### config.mk
export PLATFORM = sky130hd
export DESIGN_NAME = regfile_wb_arbiter
export DESIGN_NICKNAME = d
export VERILOG_FILES = /design/src/rtl/regfile_wb_arbiter.sv
export SDC_FILE = /design/constraint.sdc
export NUM_CORES = 1
export LEC_CHECK = 0
export CAP_MARGIN = 20
export CORE_MARGIN = 2
export CORE_UTILIZATION = 50
export CTS_BUF_LIST = sky130_fd_sc_hd__clkbuf_8
export CTS_CLUSTER_SIZE = 25
export DETAILED_ROUTE_END_ITERATION = 6
export GPL_ROUTABILITY_DRIVEN = 0
export PLACE_DENSITY = 0.87
export REMOVE_ABC_BUFFERS = 1
export SLEW_MARGIN = 20
export SYNTH_ARGS = -nofsm -noshare
export SYNTH_HDL_FRONTEND = slang
export SYNTH_SLANG_ARGS = --single-unit
### constraint.sdc
create_clock -name clk -period 4.5 [get_ports clk]
set_clock_uncertainty 0.15 [all_clocks]
set_input_delay 0.9 -clock clk [delete_from_list [all_inputs] [get_ports clk]]
set_output_delay 0.9 -clock clk [all_outputs]
set_load 0.05 [all_outputs]
### src/rtl/regfile_wb_arbiter.sv
// Shares the single register-file write port between the writeback stage and
// an in-order side buffer of long-latency (mul/div) results, with anti-starvation.
module regfile_wb_arbiter #(
  parameter int DEPTH      = 2,
  parameter int STARVE_MAX = 4
) (
  input  logic        clk,
  input  logic        rst,
  input  logic        wb_valid,
  input  logic [4:0]  wb_rd,
  input  logic [31:0] wb_data,
  input  logic        lu_valid,
  input  logic [4:0]  lu_rd,
  input  logic [31:0] lu_data,
  output logic        lu_ready,
  output logic        rf_we,
  output logic [4:0]  rf_rd,
  output logic [31:0] rf_wdata,
  output logic        pipe_stall
);

  localparam int PW = (DEPTH > 1) ? $clog2(DEPTH) : 1;
  localparam int CW = $clog2(DEPTH + 1);

  logic [CW-1:0] count_q, count_d;
  logic [PW-1:0] wr_ptr_q, wr_ptr_d;
  logic [PW-1:0] rd_ptr_q, rd_ptr_d;
  logic [3:0]    starve_q, starve_d;
  logic [4:0]    mem_rd_q   [DEPTH];
  logic [31:0]   mem_data_q [DEPTH];

  logic pipe_req, buf_req, force_buf, push, pop;

  // Grant decision; reset gates the pipeline request so nothing is written while held.
  always_comb begin
    pipe_req   = rst && wb_valid && (wb_rd != 5'd0);
    buf_req    = (count_q != '0);
    force_buf  = buf_req && pipe_req && (starve_q == 4'(STARVE_MAX));
    pop        = buf_req && (!pipe_req || force_buf);
    lu_ready   = (count_q < CW'(DEPTH));
    push       = rst && lu_valid && lu_ready && (lu_rd != 5'd0);
    rf_we      = 1'b0;
    rf_rd      = 5'd0;
    rf_wdata   = 32'd0;
    pipe_stall = force_buf;
    if (pipe_req && !force_buf) begin
      rf_we    = 1'b1;
      rf_rd    = wb_rd;
      rf_wdata = wb_data;
    end else if (pop) begin
      rf_we    = 1'b1;
      rf_rd    = mem_rd_q[rd_ptr_q];
      rf_wdata = mem_data_q[rd_ptr_q];
    end
  end

  always_comb begin
    count_d  = count_q + CW'(push) - CW'(pop);
    wr_ptr_d = wr_ptr_q;
    rd_ptr_d = rd_ptr_q;
    starve_d = starve_q;
    if (push) wr_ptr_d = (wr_ptr_q == PW'(DEPTH - 1)) ? '0 : wr_ptr_q + PW'(1);
    if (pop)  rd_ptr_d = (rd_ptr_q == PW'(DEPTH - 1)) ? '0 : rd_ptr_q + PW'(1);
    if (pop || !buf_req)                   starve_d = 4'd0;
    else if (starve_q < 4'(STARVE_MAX))    starve_d = starve_q + 4'd1;
  end

  always_ff @(posedge clk or negedge rst) begin
    if (!rst) begin
      count_q  <= '0;
      wr_ptr_q <= '0;
      rd_ptr_q <= '0;
      starve_q <= 4'd0;
    end else begin
      count_q  <= count_d;
      wr_ptr_q <= wr_ptr_d;
      rd_ptr_q <= rd_ptr_d;
      starve_q <= starve_d;
    end
  end

  // Payload storage carries no reset; validity is tracked by count alone.
  always_ff @(posedge clk) begin
    if (push) begin
      mem_rd_q[wr_ptr_q]   <= lu_rd;
      mem_data_q[wr_ptr_q] <= lu_data;
    end
  end

endmodule

==> impl_summary.log <==
INFO  metric outcome = finished clean
INFO  metric die_area = 7720 sq um
INFO  metric drive_gt1_share = between 20% and 30%
INFO  metric synth_seq_cells = ~80
INFO  metric final_min_period_over_clock_period = 91.6%
INFO  metric cts_tree = done
INFO  metric first_global_vias = about 2300
INFO  metric syn_area = 3520 sq um
INFO  metric irDropWorstVdd = slightly below 400 uV
INFO  metric fin_util = between 70% and 80%
INFO  metric yosys_warnings = 0
INFO  metric top_usage_layer = met2
INFO  metric timing.setup.critical_path_class = input pin to output pin
INFO  metric post_synth_edffs = 74
INFO  metric timing.reg2reg.setup_slack = 1.75 ns
INFO  metric finalSetupViolCount = 0
INFO  metric placement.io_buffers = 117
INFO  metric clk_path_buf_depth = 2
INFO  metric critical_path.slowest_cell = or4_4
INFO  metric grt_start_max_net_pins = 39
INFO  metric timing.final.crit_period = between 4 and 5 ns
INFO  metric post-cts-setup-buffer-count = 0
INFO  metric worstPathCellList = clkdlybuf4s50_1 -> or4_4 -> o21bai_4 -> o22ai_4 -> buf_16 -> o2bb2ai_1 -> buf_12
INFO  metric post_synth.cell_area_avg = 16.8 sq um
INFO  metric synth-main-ff-cell = edfxtp_1
INFO  metric timing.max_cap.violations = 0
INFO  metric seq_area_frac_synth = between 60% and 70%
INFO  metric hpwlAfterDp = 5160 um
INFO  metric final-instance-count-excl-fill = 430
INFO  metric num_vias = roughly 2200
INFO  metric die_w = ~88 um
INFO  metric cts_resizes = 0
INFO  metric critPathMaxFanout = 23
INFO  metric post-place-ws = 0.381 ns
INFO  metric insertion_delay = 0.33 ns
INFO  metric cp.required = between 3 and 4 ns
INFO  metric post_dp_area = 5110 sq um
INFO  metric arrival = slightly above 3 ns
INFO  metric slew_violations = 0
INFO  metric global_route.usage.met1 = 25.2%
INFO  metric nets = 411
INFO  metric clock_buffer_count_from_cts = 9
INFO  metric leakage = roughly 2 nW
INFO  metric asyncSetResetFlopFracSynth = 9.76%
INFO  metric finalSetupTns = 0 ns
INFO  metric worst_pin_slew = ~1.1 ns
INFO  metric final_common_cell = clkdlybuf4s50_1
INFO  metric grt_setup_unrepaired = no
INFO  metric timing.hold.worst.class = register to register
INFO  metric starting_density = between 50% and 60%
INFO  metric yosys.cell_types.count = 25
INFO  metric maxSlewHeadroom = between 20% and 30%
INFO  metric num_antenna_cells = 0
INFO  metric first_pass_iteration_count_of_the_detailed_router = 4
INFO  metric layout_common_cells = clkdlybuf4s50_1, edfxtp_1, mux2i_1
INFO  metric timing.fmax = 0.243 GHz
INFO  metric grtUsageTotal = between 20% and 30%
INFO  metric fp.coreArea = 6790 sq um
INFO  metric critPathLaunchType = input pin
INFO  metric routed_wl = ~7400 um
INFO  metric areaGrowthSynthToFinish = 52.7%
INFO  metric fin_total_pwr = 3.24 mW
INFO  metric global_route_wire_length_before_repair = 11400 um
INFO  metric wl_per_cell = about 17 um
INFO  metric cts.reportedPaths.clkPinSlew = around 0.070 ns
INFO  metric post-route-cell-area = between 5000 and 6000 sq um
INFO  metric gr-usage-met3 = under 10%
INFO  metric finalHoldViolCount = 0
INFO  metric fp-row-count = 30
INFO  metric worst_hold_margin = around 0.42 ns
INFO  metric cpPeakStageDelay = 0.56 ns
INFO  metric iteration_0_drc_count_of_the_detailed_router = 111
INFO  metric routed_via_density = roughly 5.2
INFO  metric cts_hold_buf = 0
INFO  metric final_critical_path_setup_slack = roughly 0.38 ns
INFO  metric clkSinkCount = 82
INFO  metric fraction_of_met2_tracks_used_by_global_routing = between 30 and 40%
INFO  metric grt_overflow_total = 0
INFO  metric initial_antenna_violation_count = 0
INFO  metric io_pins = approximately 120
INFO  metric drc_errors = 0
INFO  metric critical_path.endpoint_type = output pin
INFO  metric p_per_area = about 600 nW/um^2
INFO  metric fp.dieH = 87.9 um
INFO  metric htree_num_levels = 3
INFO  metric cts.root.buffer_cell = clkbuf_8
INFO  metric placed_cells = approximately 410
INFO  metric synthCells = between 200 and 250
INFO  metric drt.antenna.violating_nets = 0
## critical path, delay by kind of cell
kind            cells  cell delay [ns]
compound gates      3             0.75
buf+inv             3             0.85
simple gates        1             0.56
## routing by layer
metal,vias up,share of wire [%]
li1,1071,-
met1,1075,40
met2,93,52
met3,9,6.0
met4,0,1.4
met5,-,0
## synthesized netlist by cell type (all sizes together), types with 2 or more instances
cell,n,area (sq um)
a21oi,2,10.0
nand2,2,7.51
nor2,10,37.5
nor3,2,10.0
or4,2,18.8
xnor2,4,35.0
edfxtp,74,2220
ha,4,50.1
mux2i,37,370
o2bb2ai,37,380
inv,8,30.0
buf,10,62.6
dfrtp,8,200
## layout make-up
type                            count  area, sq um
Clock buffer                        9          124
Clock inverter                      7          110
Fill cell                         387         1420
Inverter                            8         30.0
Multi-Input combinational cell    108         1030
Sequential cell                    82         2430
Tap cell                           96          120
Timing Repair Buffer              120         1530
## registers in the layout, indices dropped and copies added (netlist names)
signal and count:
mem_data_q 64, mem_rd_q 10, count_q 2, rd_ptr_q 1, starve_q 4, wr_ptr_q 1
## path summary, 6_finish.rpt
path	from	to	cells past startpoint
max in group asynchronous	rst	rd_ptr_q	2
min	wr_ptr_q	wr_ptr_q	1
min reg2reg	wr_ptr_q	wr_ptr_q	1
max	wb_rd[1]	rf_wdata[5]	7
min in group asynchronous	rst	count_q[0]	2
max reg2reg	starve_q[0]	count_q[1]	10
## where the power goes
part / switching [mW] / internal (mW)
logic: 0.850 / 0.726
registers: 0.125 / 0.927
clock network: 0.248 / 0.364
## kinds of logic after synthesis
family                     count (synthesis)  synth area share (%)
AOI/OAI and AO/OA                         44                  12.8
muxes                                     37                  10.5
DFF                                       82                  68.8
and+or+nand+nor                           19                  2.67
adders and majority gates                  4                  1.42
xor gates and xnor gates                   4                 0.996
buffers and inverters                     19                  2.74
Note: power is estimated with default switching activity, not from simulation.
